[src/rtl/mp_node_gen2.sv]
// Multipoint ring/bus interposer node: per-channel injection FIFOs, registered fabric
// drivers, per-channel send/receive/bypass control and one shared ejection FIFO.
module mp_node_gen2 #(
    parameter int NODE_NUMBER = 0,
    parameter int NUM_CH      = 2,
    parameter int MSG_W       = 22,
    parameter int DEST_W      = 4,
    parameter int TXQ_DEPTH   = 4,
    parameter int RXQ_DEPTH   = 4,
    localparam int PAY_W      = MSG_W - 1 - 2 * DEST_W,
    localparam int CH_W       = (NUM_CH > 1) ? $clog2(NUM_CH) : 1
) (
    input  logic                       clk,
    input  logic                       reset,
    input  logic [3*NUM_CH-1:0]        ctrl_in,
    input  logic [MSG_W*NUM_CH-1:0]    msg_in,
    output logic [MSG_W*NUM_CH-1:0]    msg_out,
    output logic [NUM_CH-1:0]          req_valid,
    output logic [DEST_W*NUM_CH-1:0]   req_dest,
    input  logic                       tx_valid,
    output logic                       tx_ready,
    input  logic [CH_W-1:0]            tx_ch,
    input  logic [DEST_W-1:0]          tx_dest,
    input  logic [PAY_W-1:0]           tx_payload,
    output logic                       rx_valid,
    input  logic                       rx_ready,
    output logic [MSG_W-1:0]           rx_data,
    output logic                       rx_full,
    output logic [2:0]                 err_flags
);

    localparam int ENT_W = DEST_W + PAY_W;
    localparam int TAW   = $clog2(TXQ_DEPTH);
    localparam int RAW   = $clog2(RXQ_DEPTH);
    localparam int SW    = $clog2(RXQ_DEPTH + NUM_CH + 1) + 1;
    localparam logic [DEST_W-1:0] NODE_ID = DEST_W'(NODE_NUMBER);

    logic [NUM_CH-1:0] tx_full;
    logic [NUM_CH-1:0] rx_cand;
    logic [NUM_CH-1:0] rx_misroute;
    logic [NUM_CH-1:0] ctrl_conflict;
    logic [NUM_CH-1:0] rx_accept;
    logic [RAW-1:0]    rx_widx [NUM_CH];

    // Host push port: a channel index outside the fabric never reports ready.
    always_comb begin
        tx_ready = 1'b0;
        for (int c = 0; c < NUM_CH; c++) begin
            if (tx_ch == CH_W'(c)) begin
                tx_ready = !tx_full[c];
            end
        end
    end

    genvar gi;
    generate
        for (gi = 0; gi < NUM_CH; gi++) begin : g_ch
            logic [ENT_W-1:0]  txq_mem [TXQ_DEPTH];
            logic [TAW:0]      tx_wr_reg;
            logic [TAW:0]      tx_rd_reg;
            logic [MSG_W-1:0]  msg_reg;
            logic [2:0]        ctrl;
            logic [MSG_W-1:0]  msg_rcv;
            logic [DEST_W-1:0] rcv_dest;
            logic [ENT_W-1:0]  head;
            logic              empty;
            logic              full;
            logic              push;
            logic              do_send;
            logic              do_recv;
            logic              do_byp;

            assign ctrl     = ctrl_in[3*gi +: 3];
            assign msg_rcv  = msg_in[MSG_W*gi +: MSG_W];
            assign rcv_dest = msg_rcv[MSG_W-2 -: DEST_W];
            assign empty    = (tx_wr_reg == tx_rd_reg);
            assign full     = (tx_wr_reg[TAW] != tx_rd_reg[TAW]) &&
                              (tx_wr_reg[TAW-1:0] == tx_rd_reg[TAW-1:0]);
            assign head     = txq_mem[tx_rd_reg[TAW-1:0]];
            assign push     = tx_valid && !full && (tx_ch == CH_W'(gi));

            // Send outranks receive, which outranks bypass.
            assign do_send  = ctrl[2];
            assign do_recv  = ctrl[1] && !ctrl[2];
            assign do_byp   = ctrl[0] && !ctrl[1] && !ctrl[2];

            assign ctrl_conflict[gi] = (ctrl[2] && ctrl[1]) || (ctrl[2] && ctrl[0]) ||
                                       (ctrl[1] && ctrl[0]);
            assign rx_cand[gi]       = do_recv && msg_rcv[MSG_W-1] && (rcv_dest == NODE_ID);
            assign rx_misroute[gi]   = do_recv && msg_rcv[MSG_W-1] && (rcv_dest != NODE_ID);

            assign tx_full[gi]                     = full;
            assign req_valid[gi]                   = !empty;
            assign req_dest[DEST_W*gi +: DEST_W]   = head[ENT_W-1 -: DEST_W];
            assign msg_out[MSG_W*gi +: MSG_W]      = msg_reg;

            always_ff @(posedge clk) begin
                if (push) begin
                    txq_mem[tx_wr_reg[TAW-1:0]] <= {tx_dest, tx_payload};
                end
            end

            always_ff @(posedge clk) begin
                if (reset) begin
                    tx_wr_reg <= '0;
                    tx_rd_reg <= '0;
                    msg_reg   <= '0;
                end else begin
                    if (push) begin
                        tx_wr_reg <= tx_wr_reg + 1'b1;
                    end
                    if (do_send && !empty) begin
                        tx_rd_reg <= tx_rd_reg + 1'b1;
                        msg_reg   <= {1'b1, head[ENT_W-1 -: DEST_W], NODE_ID, head[PAY_W-1:0]};
                    end else if (do_byp) begin
                        msg_reg   <= msg_rcv;
                    end else begin
                        msg_reg   <= '0;
                    end
                end
            end
        end
    endgenerate

    logic [MSG_W-1:0] rxq_mem [RXQ_DEPTH];
    logic [RAW:0]     rx_wr_reg;
    logic [RAW:0]     rx_rd_reg;
    logic [RAW:0]     rx_count;
    logic [2:0]       err_flags_reg;
    logic             rx_pop;
    logic             rx_overflow;
    logic [SW-1:0]    rx_free;
    logic [SW-1:0]    rx_n;

    assign rx_count  = rx_wr_reg - rx_rd_reg;
    assign rx_valid  = (rx_count != '0);
    assign rx_full   = (rx_count == (RAW+1)'(RXQ_DEPTH));
    assign rx_data   = rxq_mem[rx_rd_reg[RAW-1:0]];
    assign rx_pop    = rx_ready && rx_valid;
    assign err_flags = err_flags_reg;

    // Same-cycle pop frees a slot; receiving channels claim slots lowest index first.
    always_comb begin
        rx_free     = SW'(RXQ_DEPTH) - SW'(rx_count) + SW'(rx_pop);
        rx_n        = '0;
        rx_overflow = 1'b0;
        for (int c = 0; c < NUM_CH; c++) begin
            rx_accept[c] = 1'b0;
            rx_widx[c]   = '0;
            if (rx_cand[c]) begin
                if (rx_n < rx_free) begin
                    rx_accept[c] = 1'b1;
                    rx_widx[c]   = rx_wr_reg[RAW-1:0] + RAW'(rx_n);
                    rx_n         = rx_n + SW'(1);
                end else begin
                    rx_overflow  = 1'b1;
                end
            end
        end
    end

    always_ff @(posedge clk) begin
        for (int c = 0; c < NUM_CH; c++) begin
            if (rx_accept[c]) begin
                rxq_mem[rx_widx[c]] <= msg_in[MSG_W*c +: MSG_W];
            end
        end
    end

    always_ff @(posedge clk) begin
        if (reset) begin
            rx_wr_reg     <= '0;
            rx_rd_reg     <= '0;
            err_flags_reg <= '0;
        end else begin
            rx_wr_reg     <= rx_wr_reg + (RAW+1)'(rx_n);
            rx_rd_reg     <= rx_rd_reg + (RAW+1)'(rx_pop);
            err_flags_reg <= err_flags_reg | {(|ctrl_conflict), (|rx_misroute), rx_overflow};
        end
    end

endmodule

[config.mk]
export PLATFORM = sky130hd
export DESIGN_NAME = mp_node_gen2
export DESIGN_NICKNAME = d
export VERILOG_FILES = /design/src/rtl/mp_node_gen2.sv
export SDC_FILE = /design/constraint.sdc
export NUM_CORES = 1
export LEC_CHECK = 0
export CAP_MARGIN = 10
export CELL_PAD_IN_SITES_DETAIL_PLACEMENT = 0
export CELL_PAD_IN_SITES_GLOBAL_PLACEMENT = 1
export CORE_AREA = 4 4 178 180
export CTS_CLUSTER_SIZE = 14
export DETAILED_ROUTE_END_ITERATION = 8
export DIE_AREA = 0 0 182 184
export PLACE_DENSITY_LB_ADDON = 0.15
export SYNTH_ARGS = -nofsm -noshare
export SYNTH_HDL_FRONTEND = slang
export SYNTH_SLANG_ARGS = --single-unit
[constraint.sdc]
create_clock -name clk -period 9.4 [get_ports clk]
set_clock_uncertainty 0.15 [all_clocks]
set_input_delay 2.82 -clock clk [delete_from_list [all_inputs] [get_ports clk]]
set_output_delay 2.82 -clock clk [all_outputs]
set_load 0.01 [all_outputs]
Word level (Yosys, flattened, before mapping)
Memories as Yosys holds them, arrays and structs flattened. A register that Yosys moved wholly into a read port is not among the register bits.
Cells that the tools add are included.
Widths: inputs -> output; s select.
- bits in registers: 65
- bits in latches: 0
- bits in writable memories: 224
- ROM bits: 0
- bits of input ports: 72
- logic and storage cells: 120
- memories kept: 3
- add/subtract/negate cells: 11
- $mul: 0
- div/mod/pow operators: 0
- magnitude comparators: 2
- equal/unequal tests: 7
- shift-type cells: 0
- muxes and demuxes: 34
- bitwise gates (word level): 4
- reductions and logical operators: 48
- memory list (memory ; words ; width ; read ports ; clocked after Yosys merged registers in ; write ports ; line ; text):
    rxq_mem ; 4 ; 22 ; 1 ; 1 ; 2 ; 125 ; logic [MSG_W-1:0] rxq_mem [RXQ_DEPTH];
    g_ch[0].txq_mem ; 4 ; 17 ; 1 ; 1 ; 1 ; 58 ; logic [ENT_W-1:0] txq_mem [TXQ_DEPTH];
    g_ch[1].txq_mem ; 4 ; 17 ; 1 ; 1 ; 1 ; 58 ;
- operators with widths (kind ; count):
    $mux 22 ; 4
    $logic_and 1x1->1 ; 27
    $mux 1 ; 19
    $mux 2 ; 9
    $add 3x1->3 const B ; 4
    $logic_not 1->1 ; 8
    $logic_not 4->1 ; 2
    $reduce_bool 4->1 ; 2
    $eq 3x3->1 ; 2
    $mux 3 ; 2
    $reduce_or 3->1 ; 2
    $add 4x1->4 ; 1
    $eq 2x2->1 ; 2
    $logic_or 1x1->1 ; 4
    $lt 1x4->1 const A ; 1
    $lt 4x4->1 ; 1
    $reduce_or 2->1 ; 2
    $sub 3x3->4 const A ; 1
    $add 3x1->3 ; 1
    $add 3x3->3 ; 1
    $eq 3x3->1 const B ; 1
    $not 1->1 ; 3
    $or 3x3->3 ; 1
    $reduce_bool 3->1 ; 1
    other kinds (4) ; 5

Depth between registers and ports, before layout
- depth after elaboration: 12
- depth in mapped cells: 15

Worst setup path after synthesis
OpenSTA, ideal clock, no wires.
- kind: input-to-reg
- from: input port rx_ready
- to: memory rxq_mem[0][0] (enable)
- setup time: 435 ps
- arrival time: 5611 ps
- data required time: 8815 ps
- path slack: 3204 ps
- stages: 7
- cells stage by stage: or2_2 ha_1 nor2_1 nand4_1 o31a_1 nand2_1 o31ai_1
- RTL lines (item ; line ; text):
    start, declared ; 26 ; input logic rx_ready,
    end, declared ; 125 ;

Worst setup path in the final report
- from: input port tx_ch
- to: output port tx_ready
- longest elaborated chain between the ends: 1
- RTL lines (item ; line ; text):
    start, declared ; 22 ; input logic [CH_W-1:0] tx_ch,
    $mux 1 ; 49 ; if (tx_ch == CH_W'(c)) begin
    end, declared ; 21 ; output logic tx_ready,
Every way passes these cells.

==> results.sh <==
export IMPL_critPathBufInv=2
export IMPL_setup_viol=0
export IMPL_cp_data_arrival_time_ns=4.13
export IMPL_cp_common_cell="clkdlybuf4s50_1"
export IMPL_multi_input_area_mm2=0.00363
export IMPL_cts_setup_buffers=0
export IMPL_netSwitchingFraction_pct=23.0
export IMPL_fill_cells=2506
export IMPL_start_util_pct=39.5
export IMPL_grt_pass1_wl_um=41100
export IMPL_status="completed"
export IMPL_ir_drop_mv=0.122
export IMPL_fmax_mhz=141
export IMPL_synth_seq_area_share_pct=68.1
export IMPL_htreeDepth=1
export IMPL_combPwrFrac_pct=15.5
export IMPL_ys_seq_elements=293
export IMPL_min_period_over_period_pct=75.5
export IMPL_layout_drive_gt1_share_pct=23.1
export IMPL_vias=6409
export IMPL_place_inst=1189
export IMPL_synth_area_top_cells="edfxtp_1 (56%), dfxtp_1 (12%), mux4_2 (11%)"
export IMPL_synthDistinctLibCells=49
export IMPL_crit_family="buffers and inverters"
export IMPL_cts_root_buf="clkbuf_16"
export IMPL_drv_cap=0
export IMPL_hp_class="register to register"
export IMPL_drc=0
export IMPL_max_slew_margin_pct=32.5
export IMPL_drtPass1Iterations=4
export IMPL_p_int_mw=2.45
export IMPL_tightest_slew_ns=1.01
export IMPL_pin_count=154
export IMPL_synth_area_mm2=0.0119
export IMPL_dr_first_iter_drc_count=389
export IMPL_critical_path_endpoint_type="primary output"
export IMPL_ant_nets=0
export IMPL_hpwl_um=18900
export IMPL_synth_main_ff_cell="edfxtp_1"
export IMPL_vias_per_cell=5.15
export IMPL_cpMaxStageDelayCell="clkdlybuf4s50_1"
export IMPL_period_minus_slack_ns=7.10
export IMPL_insertion_delay_ns=0.54
export IMPL_rsz0062_at_grt="false"
export IMPL_numClockSinks=293
export IMPL_largest_reg_flops=136
export IMPL_synth_top_area_share_pct=56.5
export IMPL_seq_power_share_pct=46.3
export IMPL_path_class="primary input to primary output"
export IMPL_worstPathRequired_ns=6.43
export IMPL_track_usage_pct=16.1
export IMPL_async_flop_share_pct=0
export IMPL_cp_max_fo=4
export IMPL_grt_pass1_vias=6759
export IMPL_syn_nets=750
export IMPL_syn_avg_cell_area_um2=18.1
export IMPL_switching_power_mw=0.730
export IMPL_hold_viol=0
export IMPL_diodes=0
export IMPL_holdBufCountCts=0
export IMPL_routed_wl_um=27100
export IMPL_die_y_um=184
export IMPL_cts_buffers=30
export IMPL_die_area_mm2=0.0335
export IMPL_worstSetupStartpointType="primary input"
export IMPL_nets=916
export IMPL_cts_buffer_depth=3
export IMPL_core_area_mm2=0.0302
export IMPL_gp_congestion=0.812
export IMPL_synth_edf_count=224
export IMPL_final_max_slew_viol_count=0
export IMPL_path_clk_slew_ns=0.05
export IMPL_antenna_found_initial=0
export IMPL_wl_per_cell_um=21.8
export IMPL_final_cells=1244
export IMPL_setup_tns_final_ns=0
export IMPL_clockPowerShare_pct=38.2
export IMPL_rows=64
export IMPL_grt_overflow=0
export IMPL_synthToLayoutAreaGrowth_pct=25.2
export IMPL_regArea_mm2=0.00811
export IMPL_port_buffers=153
export IMPL_ys_warn_count=0
export IMPL_cellLeakagePower_nw=4.94
export IMPL_die_x_um=182
export IMPL_grt_max_degree=29
export IMPL_powerDensity_mw_per_mm2=213
export IMPL_path_cells="clkdlybuf4s50_1 -> nor2_1 -> a41oi_1 -> clkdlybuf4s50_1"
export IMPL_cts_tree="yes"
export IMPL_synthCells=659
export IMPL_critPathMaxStageDelay_ns=0.57
export IMPL_cts_resized=0
export IMPL_synth_top_area_cell="edfxtp_1"
## cell usage after synthesis, types with 2 or more instances
cell	count
a21o_1	2
a21oi_1	4
a22o_1	34
a31o_2	2
and2_1	25
buf_1	5
buf_2	3
buf_6	8
clkbuf_1	14
dfxtp_1	69
edfxtp_1	224
fa_1	2
ha_1	17
inv_1	9
maj3_1	2
mux2_1	4
mux2_2	65
mux4_2	56
nand2_1	11
nand2b_1	3
nand3_1	6
nand3_2	2
nand3b_1	4
nor2_1	26
nor2b_1	12
nor3_1	4
nor4_4	2
nor4b_1	2
o31ai_1	3
or2_2	3
xnor2_1	12
xor2_1	7
## cell families after synthesis
| kind of cell | share of synthesized area (%) |
|---|---|
| flip-flops | 68.1 |
| multiplexers | 17.1 |
| AND/OR/NAND/NOR | 5.28 |
| AO/OA/AOI/OAI | 3.88 |
| buffers and inverters | 1.76 |
| adder cells (fa/ha/maj) | 2.29 |
| XOR/XNOR | 1.60 |
## path summary, 6_finish.rpt
kind	cells after the start	endpoint	startpoint	slack (ns)
worst max-delay path	4	tx_ready	tx_ch	2.30
worst min-delay path	2	err_flags[2]	err_flags[2]	0.35
worst max register to register	13	rxq_mem[2][1]	rx_rd_reg[0]	4.03
worst min register to register	2	err_flags[2]	err_flags[2]	0.35
## through the flow
stage               setup WS [ns]  instance area (um2)  util, %  power [mW]  hold WS, ns
finish                       2.30                14900     49.4        3.18        0.349
global route                 2.19                14900     49.4        3.30        0.385
CTS                          2.28                14900     49.4        3.21        0.361
floorplan                    3.20                11900        -        1.76        0.329
global placement             2.30                13900     46.0        1.99        0.311
detailed placement           2.18                13900     46.0        2.00        0.349
## layer usage
layer / track usage (%) / part of all wire (%)
met3: 2.24 / 4.7
met4: 4.98 / 2.8
met2: 27.7 / 51
met5: 0 / 0
met1: 21.3 / 42
## power by group through the flow
stage	Clock (mW)	Sequential (mW)	Combinational, mW
global placement	0	1.50	0.492
finish	1.21	1.47	0.493
floorplan	0	1.48	0.287
detailed placement	0	1.50	0.498
global route	1.29	1.48	0.532
CTS	1.24	1.47	0.501
## area by class of cell
cell class                      count  share of cell area (%)
Sequential cell                   293                    54.4
Multi-Input combinational cell    327                    24.4
Timing Repair Buffer              164                    10.8
Clock buffer                       40                    5.50
Tap cell                          396                    3.32
Clock inverter                     15                    1.34
Inverter                            9                   0.227
## cell usage in the layout (no fill, tap or decap), drive strengths merged, types with 2 or more instances in the layout
cell type	n
nor3	5
dfxtp	69
nor4	3
o31ai	4
bufinv	5
nand3b	4
inv	9
nor2	26
maj3	2
and2	26
nand2	11
edfxtp	224
clkinv	8
nand2b	3
a21o	2
clkbuf	40
fa	2
nand3	8
a21oi	4
nor2b	12
mux2	69
xnor2	12
ha	17
mux4	56
buf	11
nor4b	2
or2	3
clkdlybuf4s50	153
a22o	34
a31o	2
xor2	7
clkinvlp	2
## worst register-to-register path, delay by kind of cell, from the launching register on
family / cells / cell delay (ns)
AND/OR/NAND/NOR: 4 / 1.29
flip-flops: 1 / 0.92
adder cells (fa/ha/maj): 4 / 1.40
AO/OA/AOI/OAI: 2 / 0.58
buffers and inverters: 2 / 0.51
XOR/XNOR: 1 / 0.17
No activity file was read; power rests on OpenSTA's default activity.
